## config.mk

```make
export PLATFORM = sky130hd
export DESIGN_NAME = pipeline_hazard_ctrl_flat
export DESIGN_NICKNAME = d
export VERILOG_FILES = /design/src/rtl/pipeline_hazard_ctrl_if.sv /design/src/rtl/pipeline_hazard_ctrl.sv /design/src/flat_wrapper.sv
export SDC_FILE = /design/constraint.sdc
export NUM_CORES = 1
export LEC_CHECK = 0
export ABC_AREA = 1
export CAP_MARGIN = 20
export CORE_MARGIN = 1
export CORE_UTILIZATION = 47
export CTS_BUF_LIST = sky130_fd_sc_hd__clkbuf_4 sky130_fd_sc_hd__clkbuf_8 sky130_fd_sc_hd__clkbuf_16
export CTS_CLUSTER_SIZE = 40
export DETAILED_ROUTE_END_ITERATION = 8
export GPL_TIMING_DRIVEN = 0
export PLACE_DENSITY = 0.81
export RECOVER_POWER = 25
export SKIP_CTS_REPAIR_TIMING = 1
export SLEW_MARGIN = 15
export SYNTH_ARGS = -nofsm -noshare
export SYNTH_HDL_FRONTEND = slang
export SYNTH_SLANG_ARGS = --single-unit
export TNS_END_PERCENT = 10
```

## constraint.sdc

```tcl
create_clock -name clk_i -period 3.8 [get_ports clk_i]
set_input_delay 0.57 -clock clk_i [delete_from_list [all_inputs] [get_ports clk_i]]
set_output_delay 0.57 -clock clk_i [all_outputs]
set_load 0.01 [all_outputs]
```

## src/rtl/pipeline_hazard_ctrl_if.sv

```systemverilog
// Pipeline-side hazard controller bus: stage register fields and memory handshake in,
// write enables, flush/bubble controls, forwarding selects and status out.
interface pipeline_hazard_ctrl_if #(
    parameter int REG_ADDR_W = 5,
    parameter int CNT_W      = 16
);
    logic [REG_ADDR_W-1:0] ifid_rs_i;
    logic [REG_ADDR_W-1:0] ifid_rt_i;
    logic                  ifid_uses_rt_i;
    logic                  idex_memread_i;
    logic [REG_ADDR_W-1:0] idex_rs_i;
    logic [REG_ADDR_W-1:0] idex_rt_i;
    logic                  exmem_regwrite_i;
    logic [REG_ADDR_W-1:0] exmem_rd_i;
    logic                  memwb_regwrite_i;
    logic [REG_ADDR_W-1:0] memwb_rd_i;
    logic                  branch_taken_i;
    logic                  jump_i;
    logic                  mem_req_i;
    logic                  mem_ready_i;
    logic                  pc_write_o;
    logic                  ifid_write_o;
    logic                  idex_write_o;
    logic                  exmem_write_o;
    logic                  ifid_flush_o;
    logic                  idex_bubble_o;
    logic                  memwb_bubble_o;
    logic [1:0]            fwd_a_o;
    logic [1:0]            fwd_b_o;
    logic                  mem_timeout_o;
    logic [CNT_W-1:0]      stall_cnt_o;

    modport master (
        output ifid_rs_i, ifid_rt_i, ifid_uses_rt_i, idex_memread_i, idex_rs_i, idex_rt_i,
               exmem_regwrite_i, exmem_rd_i, memwb_regwrite_i, memwb_rd_i,
               branch_taken_i, jump_i, mem_req_i, mem_ready_i,
        input  pc_write_o, ifid_write_o, idex_write_o, exmem_write_o, ifid_flush_o,
               idex_bubble_o, memwb_bubble_o, fwd_a_o, fwd_b_o, mem_timeout_o, stall_cnt_o
    );

    modport slave (
        input  ifid_rs_i, ifid_rt_i, ifid_uses_rt_i, idex_memread_i, idex_rs_i, idex_rt_i,
               exmem_regwrite_i, exmem_rd_i, memwb_regwrite_i, memwb_rd_i,
               branch_taken_i, jump_i, mem_req_i, mem_ready_i,
        output pc_write_o, ifid_write_o, idex_write_o, exmem_write_o, ifid_flush_o,
               idex_bubble_o, memwb_bubble_o, fwd_a_o, fwd_b_o, mem_timeout_o, stall_cnt_o
    );
endinterface

```

## src/rtl/pipeline_hazard_ctrl.sv

```systemverilog
// Central hazard/stall/forwarding controller for a 5-stage pipeline: load-use bubbles,
// variable-latency data-memory freeze with timeout, operand forwarding and stall counter.
module pipeline_hazard_ctrl #(
    parameter int REG_ADDR_W      = 5,
    parameter int LOAD_USE_STALLS = 1,
    parameter int MEM_TIMEOUT     = 255,
    parameter int CNT_W           = 16
) (
    input  logic                 clk_i,
    input  logic                 rst_n_i,
    pipeline_hazard_ctrl_if.slave bus
);
    localparam int              WAIT_W    = $clog2(MEM_TIMEOUT + 1);
    localparam logic [WAIT_W-1:0] WAIT_LAST = WAIT_W'(MEM_TIMEOUT - 1);
    localparam logic [WAIT_W-1:0] WAIT_ONE  = WAIT_W'(1);
    localparam logic [1:0]      LU_INIT   = 2'(LOAD_USE_STALLS - 1);

    typedef enum logic [1:0] {ST_RUN, ST_LU_STALL, ST_MEM_WAIT, ST_ERR} state_t;

    state_t            state_q, state_d, ret_q, ret_d, eff_state_s;
    logic [1:0]        lu_cnt_q, lu_cnt_d;
    logic [WAIT_W-1:0] wait_cnt_q, wait_cnt_d;
    logic [CNT_W-1:0]  stall_cnt_q;
    logic              lu_haz_s, mem_stall_s;
    logic              pc_w_s, ifid_w_s, idex_w_s, exmem_w_s;
    logic              flush_s, idex_bub_s, memwb_bub_s;

    function automatic logic [1:0] fwd_sel(
        input logic [REG_ADDR_W-1:0] src,
        input logic                  exmem_rw,
        input logic [REG_ADDR_W-1:0] exmem_rd,
        input logic                  memwb_rw,
        input logic [REG_ADDR_W-1:0] memwb_rd
    );
        logic [1:0] sel;
        if (exmem_rw && (exmem_rd != {REG_ADDR_W{1'b0}}) && (exmem_rd == src)) begin
            sel = 2'b10;
        end else if (memwb_rw && (memwb_rd != {REG_ADDR_W{1'b0}}) && (memwb_rd == src)) begin
            sel = 2'b01;
        end else begin
            sel = 2'b00;
        end
        return sel;
    endfunction

    assign lu_haz_s = bus.idex_memread_i && (bus.idex_rt_i != {REG_ADDR_W{1'b0}}) &&
                      ((bus.idex_rt_i == bus.ifid_rs_i) ||
                       (bus.ifid_uses_rt_i && (bus.idex_rt_i == bus.ifid_rt_i)));
    assign mem_stall_s = bus.mem_req_i & ~bus.mem_ready_i;

    // A ready beat in MEM_WAIT releases the freeze this cycle, so act as the interrupted state.
    always_comb begin
        if ((state_q == ST_MEM_WAIT) && bus.mem_ready_i) begin
            eff_state_s = ret_q;
        end else begin
            eff_state_s = state_q;
        end
    end

    // Next-state and control decode; ERR outranks memory stall, which outranks load-use.
    always_comb begin
        state_d     = state_q;
        ret_d       = ret_q;
        lu_cnt_d    = lu_cnt_q;
        wait_cnt_d  = wait_cnt_q;
        pc_w_s      = 1'b1;
        ifid_w_s    = 1'b1;
        idex_w_s    = 1'b1;
        exmem_w_s   = 1'b1;
        flush_s     = 1'b0;
        idex_bub_s  = 1'b0;
        memwb_bub_s = 1'b0;
        case (eff_state_s)
            ST_RUN: begin
                if (mem_stall_s) begin
                    {pc_w_s, ifid_w_s, idex_w_s, exmem_w_s} = 4'b0000;
                    memwb_bub_s = 1'b1;
                    ret_d       = ST_RUN;
                    wait_cnt_d  = WAIT_ONE;
                    state_d     = ST_MEM_WAIT;
                end else if (lu_haz_s) begin
                    pc_w_s     = 1'b0;
                    ifid_w_s   = 1'b0;
                    idex_bub_s = 1'b1;
                    if (LOAD_USE_STALLS > 1) begin
                        lu_cnt_d = LU_INIT;
                        state_d  = ST_LU_STALL;
                    end else begin
                        state_d = ST_RUN;
                    end
                end else begin
                    flush_s = bus.branch_taken_i | bus.jump_i;
                    state_d = ST_RUN;
                end
            end
            ST_LU_STALL: begin
                if (mem_stall_s) begin
                    {pc_w_s, ifid_w_s, idex_w_s, exmem_w_s} = 4'b0000;
                    memwb_bub_s = 1'b1;
                    ret_d       = ST_LU_STALL;
                    wait_cnt_d  = WAIT_ONE;
                    state_d     = ST_MEM_WAIT;
                end else begin
                    pc_w_s     = 1'b0;
                    ifid_w_s   = 1'b0;
                    idex_bub_s = 1'b1;
                    lu_cnt_d   = lu_cnt_q - 2'd1;
                    state_d    = (lu_cnt_q == 2'd1) ? ST_RUN : ST_LU_STALL;
                end
            end
            ST_MEM_WAIT: begin
                {pc_w_s, ifid_w_s, idex_w_s, exmem_w_s} = 4'b0000;
                memwb_bub_s = 1'b1;
                if (wait_cnt_q == WAIT_LAST) begin
                    state_d = ST_ERR;
                end else begin
                    wait_cnt_d = wait_cnt_q + WAIT_ONE;
                    state_d    = ST_MEM_WAIT;
                end
            end
            ST_ERR: begin
                {pc_w_s, ifid_w_s, idex_w_s, exmem_w_s} = 4'b0000;
                memwb_bub_s = 1'b1;
                state_d     = ST_ERR;
            end
            default: begin
                {pc_w_s, ifid_w_s, idex_w_s, exmem_w_s} = 4'b0000;
                memwb_bub_s = 1'b1;
                state_d     = ST_RUN;
            end
        endcase
    end

    // State and counter registers.
    always_ff @(posedge clk_i or negedge rst_n_i) begin
        if (!rst_n_i) begin
            state_q    <= ST_RUN;
            ret_q      <= ST_RUN;
            lu_cnt_q   <= 2'd0;
            wait_cnt_q <= {WAIT_W{1'b0}};
        end else begin
            state_q    <= state_d;
            ret_q      <= ret_d;
            lu_cnt_q   <= lu_cnt_d;
            wait_cnt_q <= wait_cnt_d;
        end
    end

    // Saturating count of cycles in which the PC was held.
    always_ff @(posedge clk_i or negedge rst_n_i) begin
        if (!rst_n_i) begin
            stall_cnt_q <= {CNT_W{1'b0}};
        end else if (!pc_w_s && (stall_cnt_q != {CNT_W{1'b1}})) begin
            stall_cnt_q <= stall_cnt_q + {{(CNT_W-1){1'b0}}, 1'b1};
        end else begin
            stall_cnt_q <= stall_cnt_q;
        end
    end

    // Controls are forced inactive while reset is held.
    assign bus.pc_write_o     = rst_n_i & pc_w_s;
    assign bus.ifid_write_o   = rst_n_i & ifid_w_s;
    assign bus.idex_write_o   = rst_n_i & idex_w_s;
    assign bus.exmem_write_o  = rst_n_i & exmem_w_s;
    assign bus.ifid_flush_o   = rst_n_i & flush_s;
    assign bus.idex_bubble_o  = rst_n_i & idex_bub_s;
    assign bus.memwb_bubble_o = rst_n_i & memwb_bub_s;
    assign bus.fwd_a_o = {2{rst_n_i}} & fwd_sel(bus.idex_rs_i, bus.exmem_regwrite_i, bus.exmem_rd_i,
                                                 bus.memwb_regwrite_i, bus.memwb_rd_i);
    assign bus.fwd_b_o = {2{rst_n_i}} & fwd_sel(bus.idex_rt_i, bus.exmem_regwrite_i, bus.exmem_rd_i,
                                                 bus.memwb_regwrite_i, bus.memwb_rd_i);
    assign bus.mem_timeout_o  = (state_q == ST_ERR);
    assign bus.stall_cnt_o    = stall_cnt_q;
endmodule

```

## src/flat_wrapper.sv

```systemverilog
// flat-port wrapper written by rule: the top's interface ports become plain ports
module pipeline_hazard_ctrl_flat 
#(
    parameter int REG_ADDR_W      = 5,
    parameter int LOAD_USE_STALLS = 1,
    parameter int MEM_TIMEOUT     = 255,
    parameter int CNT_W           = 16
)
  (clk_i, rst_n_i, bus_ifid_rs_i, bus_ifid_rt_i, bus_ifid_uses_rt_i, bus_idex_memread_i, bus_idex_rs_i, bus_idex_rt_i, bus_exmem_regwrite_i, bus_exmem_rd_i, bus_memwb_regwrite_i, bus_memwb_rd_i, bus_branch_taken_i, bus_jump_i, bus_mem_req_i, bus_mem_ready_i, bus_pc_write_o, bus_ifid_write_o, bus_idex_write_o, bus_exmem_write_o, bus_ifid_flush_o, bus_idex_bubble_o, bus_memwb_bubble_o, bus_fwd_a_o, bus_fwd_b_o, bus_mem_timeout_o, bus_stall_cnt_o);
  pipeline_hazard_ctrl_if #(.REG_ADDR_W(REG_ADDR_W), .CNT_W(CNT_W)) bus_i ();
  input  logic clk_i;
  input  logic rst_n_i;
  input wire logic [$bits(bus_i.ifid_rs_i)-1:0] bus_ifid_rs_i;
  input wire logic [$bits(bus_i.ifid_rt_i)-1:0] bus_ifid_rt_i;
  input wire logic [$bits(bus_i.ifid_uses_rt_i)-1:0] bus_ifid_uses_rt_i;
  input wire logic [$bits(bus_i.idex_memread_i)-1:0] bus_idex_memread_i;
  input wire logic [$bits(bus_i.idex_rs_i)-1:0] bus_idex_rs_i;
  input wire logic [$bits(bus_i.idex_rt_i)-1:0] bus_idex_rt_i;
  input wire logic [$bits(bus_i.exmem_regwrite_i)-1:0] bus_exmem_regwrite_i;
  input wire logic [$bits(bus_i.exmem_rd_i)-1:0] bus_exmem_rd_i;
  input wire logic [$bits(bus_i.memwb_regwrite_i)-1:0] bus_memwb_regwrite_i;
  input wire logic [$bits(bus_i.memwb_rd_i)-1:0] bus_memwb_rd_i;
  input wire logic [$bits(bus_i.branch_taken_i)-1:0] bus_branch_taken_i;
  input wire logic [$bits(bus_i.jump_i)-1:0] bus_jump_i;
  input wire logic [$bits(bus_i.mem_req_i)-1:0] bus_mem_req_i;
  input wire logic [$bits(bus_i.mem_ready_i)-1:0] bus_mem_ready_i;
  output wire logic [$bits(bus_i.pc_write_o)-1:0] bus_pc_write_o;
  output wire logic [$bits(bus_i.ifid_write_o)-1:0] bus_ifid_write_o;
  output wire logic [$bits(bus_i.idex_write_o)-1:0] bus_idex_write_o;
  output wire logic [$bits(bus_i.exmem_write_o)-1:0] bus_exmem_write_o;
  output wire logic [$bits(bus_i.ifid_flush_o)-1:0] bus_ifid_flush_o;
  output wire logic [$bits(bus_i.idex_bubble_o)-1:0] bus_idex_bubble_o;
  output wire logic [$bits(bus_i.memwb_bubble_o)-1:0] bus_memwb_bubble_o;
  output wire logic [$bits(bus_i.fwd_a_o)-1:0] bus_fwd_a_o;
  output wire logic [$bits(bus_i.fwd_b_o)-1:0] bus_fwd_b_o;
  output wire logic [$bits(bus_i.mem_timeout_o)-1:0] bus_mem_timeout_o;
  output wire logic [$bits(bus_i.stall_cnt_o)-1:0] bus_stall_cnt_o;
  assign bus_i.ifid_rs_i = bus_ifid_rs_i;
  assign bus_i.ifid_rt_i = bus_ifid_rt_i;
  assign bus_i.ifid_uses_rt_i = bus_ifid_uses_rt_i;
  assign bus_i.idex_memread_i = bus_idex_memread_i;
  assign bus_i.idex_rs_i = bus_idex_rs_i;
  assign bus_i.idex_rt_i = bus_idex_rt_i;
  assign bus_i.exmem_regwrite_i = bus_exmem_regwrite_i;
  assign bus_i.exmem_rd_i = bus_exmem_rd_i;
  assign bus_i.memwb_regwrite_i = bus_memwb_regwrite_i;
  assign bus_i.memwb_rd_i = bus_memwb_rd_i;
  assign bus_i.branch_taken_i = bus_branch_taken_i;
  assign bus_i.jump_i = bus_jump_i;
  assign bus_i.mem_req_i = bus_mem_req_i;
  assign bus_i.mem_ready_i = bus_mem_ready_i;
  assign bus_pc_write_o = bus_i.pc_write_o;
  assign bus_ifid_write_o = bus_i.ifid_write_o;
  assign bus_idex_write_o = bus_i.idex_write_o;
  assign bus_exmem_write_o = bus_i.exmem_write_o;
  assign bus_ifid_flush_o = bus_i.ifid_flush_o;
  assign bus_idex_bubble_o = bus_i.idex_bubble_o;
  assign bus_memwb_bubble_o = bus_i.memwb_bubble_o;
  assign bus_fwd_a_o = bus_i.fwd_a_o;
  assign bus_fwd_b_o = bus_i.fwd_b_o;
  assign bus_mem_timeout_o = bus_i.mem_timeout_o;
  assign bus_stall_cnt_o = bus_i.stall_cnt_o;
  pipeline_hazard_ctrl #(.REG_ADDR_W(REG_ADDR_W), .LOAD_USE_STALLS(LOAD_USE_STALLS), .MEM_TIMEOUT(MEM_TIMEOUT), .CNT_W(CNT_W)) u_core (.clk_i(clk_i), .rst_n_i(rst_n_i), .bus(bus_i));
endmodule
```

After elaboration in Yosys (flattened, before gate mapping):

Index checks and enable logic that the tools add are counted.

* register bits: 30
* output and inout port bits: 28

* reduce and logical (&&, ||, !) cells: 25
* eq/ne operators: 18
* mux-type cells: 29
* add/sub/neg operators: 3
* bitwise operators: 11

Operators with widths (count)
* $eq 5x5->1: 6
* $add 16x1->16 const B: 1
* $mux 8: 2
* $ne 16x16->1 const B: 1
* $pmux 8 s2: 1
* $reduce_bool 5->1: 3
* $mux 2: 7
* $mux 1: 13
* $logic_and 1x1->1: 11
* $add 8x1->8 const B: 1
* $eq 2x2->1 const B: 4
* $eq 8x8->1 const B: 1
* $pmux 1 s2: 4
* $pmux 2 s4: 1
* $and 1x1->1: 6
* $ne 2x1->1 const B: 3
* $reduce_and 3->1: 2
* $and 2x2->2: 2
* $eq 2x1->1 const B: 2
* $pmux 2 s2: 1
* $reduce_bool 2->1: 2
* $reduce_or 2->1: 2
* $reduce_or 3->1: 1
* $logic_not 2->1: 1
* other kinds (7): 8

Logic depth before layout (Yosys ltp):

* depth in word-level cells: 9
* depth in mapped cells: 13

Worst setup path before layout:

OpenSTA, ideal clock, no wires.

* path kind: input to output
* from: input port bus_idex_rt_i[4]
* to: output port bus_pc_write_o
* arrival time: 1.725 ns
* stages on the path: 12
* buffers on the path: 3
* path slack: 1.505 ns
* cell sequence: buf_2 > inv_1 > nand2_1 > nand2_1 > nor2_1 > nand3_1 > nand2_1 > nand2_1 > nand2_4 > buf_4 > nor2_1 > buf_4

* longest elaborated chain between the ends: 8
* elaborated cells on any way between the ends: 11

RTL lines
* start: declaration: line flat_wrapper.sv:18 `input wire logic [$bits(bus_i.idex_rt_i)-1:0] bus_idex_rt_i;`
* $eq 5x5->1: line pipeline_hazard_ctrl.sv:48 `(bus.ifid_uses_rt_i && (bus.idex_rt_i == bus.ifid_rt_i)));`
* $logic_and 1x1->1: line pipeline_hazard_ctrl.sv:48
* $logic_or 1x1->1: line pipeline_hazard_ctrl.sv:47 `((bus.idex_rt_i == bus.ifid_rs_i) ||`
* $logic_and 1x1->1 (*): line pipeline_hazard_ctrl.sv:46 `assign lu_haz_s = bus.idex_memread_i && (bus.idex_rt_i != {REG_ADDR_W{1'b0}}) &&`
* $mux 1 (*) (2 in series)
* $pmux 1 s2 (*)
* $and 1x1->1 (*)
* end: declaration: line flat_wrapper.sv:27 `output wire logic [$bits(bus_i.pc_write_o)-1:0] bus_pc_write_o;`

Every way passes the cells marked *; elsewhere a longest branch is shown, timed or not.

Worst setup path after layout:

* from: input port bus_idex_rt_i[1]
* to: output port bus_pc_write_o

* longest elaborated chain between the ends: 8
* elaborated cells on any way between the ends: 11

RTL lines
* $eq 5x5->1: line pipeline_hazard_ctrl.sv:48
* $logic_and 1x1->1: line pipeline_hazard_ctrl.sv:48
* $logic_or 1x1->1: line pipeline_hazard_ctrl.sv:47
* $logic_and 1x1->1 (*): line pipeline_hazard_ctrl.sv:46
* $mux 1 (*): line pipeline_hazard_ctrl.sv:81 `end else if (lu_haz_s) begin`
* $mux 1 (*): line pipeline_hazard_ctrl.sv:75 `if (mem_stall_s) begin`
* $pmux 1 s2 (*): line pipeline_hazard_ctrl.sv:73 `case (eff_state_s)`
* $and 1x1->1 (*): line pipeline_hazard_ctrl.sv:161 `assign bus.pc_write_o = rst_n_i & pc_w_s;`

Marked as above.

==> flow_metrics.env <==
export IMPL_cp_max_fo=10
export IMPL_wirelength_mm=5.82
export IMPL_period_minus_slack_ns=3.36
export IMPL_drc=0
export IMPL_setup_viol=0
export IMPL_place_hpwl_mm=4.56
export IMPL_wl_per_cell_um=12.6
export IMPL_share_comb_of_total_power=0.429
export IMPL_crit_start="bus_idex_rt_i[1]"
export IMPL_max_freq_ghz=0.297
export IMPL_peakVddDrop_v=0.000346
export IMPL_worstSetupEndpointType="output port"
export IMPL_rsz0062_at_grt="no"
export IMPL_antenna_cells=0
export IMPL_place_gp_congestion=0.877
export IMPL_synth_nets=381
export IMPL_cellLeakagePower_nw=1.44
export IMPL_clkPwrFrac=0.219
export IMPL_crit_top_cell="nand2_1"
export IMPL_start_kind="primary input"
export IMPL_drt_pass1_iterations=4
export IMPL_finalCritPeriodShare=0.885
export IMPL_required_ns=3.23
export IMPL_arrival_ns=2.79
export IMPL_cts_path_max_buffers=2
export IMPL_fp_dieW_um=71.7
export IMPL_cts_sinks=29
export IMPL_grt_pass1_vias=2308
export IMPL_cts_root_buf="clkbuf_8"
export IMPL_seqPwrFrac=0.352
export IMPL_grt_use_total=0.240
export IMPL_cts_buffers=5
export IMPL_critPathSlowestCell="clkdlybuf4s50_1"
export IMPL_syn_area_per_cell_um2=6.77
export IMPL_num_rows=24
export IMPL_vias=2330
export IMPL_fin_cells=463
export IMPL_slew_viol_final=0
export IMPL_regToRegStartpoint="u_core.bus.stall_cnt_o[0]$_DFFE_PN0P_"
export IMPL_p_sw_frac=0.382
export IMPL_start_util=0.506
export IMPL_antenna_found_initial=0
export IMPL_clk_latency_ns=0.28
export IMPL_path_buf_inv=5
export IMPL_antenna_left=0
export IMPL_p_int_mw=0.794
export IMPL_die_h_um=71.7
export IMPL_die_area_um2=5140
export IMPL_core_um2=4500
export IMPL_max_stage_delay_ns=0.59
export IMPL_powerDensity_nw_per_um2=414
export IMPL_fillers=403
export IMPL_htree_levels=2
export IMPL_synth_cell_type_count=30
export IMPL_yosys_warnings=0
export IMPL_ys_seq_area_frac=0.318
export IMPL_syn_inst=337
export IMPL_synth_cell_area_um2=2280
export IMPL_slew_headroom=0.533
export IMPL_drive_above_1_share=0.0657
export IMPL_min_path_type="primary input to async pin"
export IMPL_tightest_slew_ns=0.701
export IMPL_crit_type="primary input to output port"
export IMPL_dpl_instance_area_um2=3000
export IMPL_outcome="finished clean"
export IMPL_fin_nets=454
export IMPL_dp_cells=455
export IMPL_io_buffer_count=66
export IMPL_overflow=0
export IMPL_p_sw_mw=0.490
export IMPL_syn2layout_area_growth_pct=36.0
export IMPL_cts_tree="done"
export IMPL_fin_skew_ns=0.00350
export IMPL_vias_per_cell=5.03
export IMPL_synth_seq_cells=29
export IMPL_design_area_um2=3100
export IMPL_cp_cell_sequence="clkdlybuf4s50_1, inv_1, nand2_1, nand2_1, nor2_1, nand3_1, nand2_1, nand2_1, nand2_4, buf_4, nor2_1, buf_4, clkdlybuf4s50_1"
export IMPL_grt_pass1_wl_mm=9.86
export IMPL_cp_top_family="buffers and inverters"
export IMPL_ioPinCount=68
export IMPL_drtIter0Drc=73
export IMPL_hold_viol=0
export IMPL_clk_pin_slew_ns=0.06
export IMPL_drv_cap=0
export IMPL_grt_start_max_net_pins=33
==> flip-flops by register name (all words and copies together), names as in the netlist <==
signal	cells
u_core.wait_cnt_q	8
u_core.bus.stall_cnt_o	16
u_core.state_q	2
u_core.lu_cnt_q	2
u_core.ret_q	1
==> metal layers <==
metal  global-route usage  part of all wire
met1                0.298              0.45
met2                0.433              0.50
met3               0.0380             0.033
met4               0.0632             0.013
met5                    0                 0
==> area by class of cell <==
| cell class | instances | area (um^2) | share of cell area |
|---|---|---|---|
| multi-input combinational | 258 | 1350 | 0.434 |
| sequential | 29 | 726 | 0.234 |
| timing repair buffer | 66 | 656 | 0.211 |
| inverter | 44 | 165 | 0.0532 |
| clock buffer | 7 | 96.3 | 0.0310 |
| tap | 52 | 65.1 | 0.0210 |
| buffer | 6 | 43.8 | 0.0141 |
| clock inverter | 1 | 5.00 | 0.00161 |
==> synth_stat cells <==
cell type | n | area, um^2
nor2_4 | 1 | 11.3
o22ai_1 | 2 | 12.5
a21boi_0 | 1 | 7.51
buf_4 | 3 | 22.5
a21oi_1 | 6 | 30.0
nand2_2 | 1 | 6.26
inv_2 | 2 | 7.51
o21ai_1 | 3 | 15.0
nand2_4 | 2 | 22.5
dfrtp_1 | 29 | 726
nand3b_1 | 1 | 7.51
nand4_1 | 7 | 43.8
nor3_2 | 2 | 20.0
nand3_4 | 1 | 17.5
inv_1 | 42 | 158
nor3_1 | 9 | 45.0
or2_2 | 1 | 6.26
buf_2 | 2 | 10.0
nor4_1 | 2 | 12.5
o21ai_0 | 10 | 50.1
buf_6 | 1 | 11.3
xnor2_1 | 17 | 149
nor2_1 | 34 | 128
nand3_1 | 33 | 165
nor2_2 | 2 | 12.5
ha_1 | 4 | 50.1
o211ai_1 | 1 | 7.51
xor2_1 | 16 | 140
a211oi_1 | 1 | 7.51
nand2_1 | 101 | 379
==> logic make-up after synthesis <==
kind of cell / synth area share
buffers and inverters: 0.0916
and+or+nand+nor: 0.385
DFF: 0.318
adders and majority gates: 0.0219
AOI/OAI and AO/OA: 0.0571
xor gates and xnor gates: 0.127
==> metrics by stage <==
stage / TNS (ns) / setup slack, ns / total power, mW / util / hold slack, ns
6_report: 0 / 0.436 / 1.28 / 0.689 / 0.332
5_1_grt: 0 / 0.307 / 1.38 / 0.689 / 0.382
4_1_cts: 0 / 0.447 / 1.30 / 0.689 / 0.346
3_5_place_dp: 0 / 0.444 / 1.00 / 0.666 / 0.491
3_3_place_gp: -1.26 / -0.260 / 0.986 / 0.668 / 0.469
2_1_floorplan: 0 / 1.51 / 0.773 / - / 0.274
==> final timing paths <==
path / cells after the start / slack (ns) / end
min: 1 / 0.33 / u_core.wait_cnt_q[5]$_DFFE_PN0P_
max in group asynchronous: 1 / 3.02 / u_core.bus.stall_cnt_o[12]$_DFFE_PN0P_
min in group clk_i: 1 / 0.50 / u_core.lu_cnt_q[0]$_DFFE_PN0P_
max reg2reg: 9 / 2.00 / u_core.bus.stall_cnt_o[6]$_DFFE_PN0P_
min reg2reg: 1 / 0.50 / u_core.lu_cnt_q[0]$_DFFE_PN0P_
max: 13 / 0.44 / bus_pc_write_o
==> placed cells by master (no fill, tap or decap), types with 2 or more instances in the layout <==
master,netlist,routed
xnor2_1,17,17
clkbuf_8,0,7
dfrtp_1,29,29
xor2_1,16,16
buf_2,2,3
nand4_1,7,7
clkdlybuf4s50_1,0,65
nor2_2,2,2
nand2_1,101,101
nor3_1,9,9
ha_1,4,4
o21ai_0,10,10
nand2_4,2,2
o22ai_1,2,2
nor4_1,2,2
a21oi_1,6,6
buf_4,3,3
o21ai_1,3,3
nor2_1,34,34
nand3_1,33,33
inv_2,2,2
nor3_2,2,2
inv_1,42,42
==> worst reg2reg max path, stage by stage, from the launching register on <==
cell and delay (ns):
dfrtp_1 0.43, ha_1 0.21, nand2_1 0.09, nor2_2 0.21, nand2_2 0.11, nor2_4 0.11
nand3_4 0.13, buf_2 0.23, nand3_1 0.11, nand2_1 0.05
==> power groups by stage <==
| stage | logic, mW | clock network [mW] | registers [mW] |
|---|---|---|---|
| after detailed placement | 0.550 | 0 | 0.455 |
| after global routing | 0.613 | 0.303 | 0.463 |
| after floorplan | 0.320 | 0 | 0.453 |
| after global placement | 0.533 | 0 | 0.453 |
| after CTS | 0.555 | 0.289 | 0.451 |
| final | 0.551 | 0.281 | 0.452 |
(Power assumes the default switching activity.)
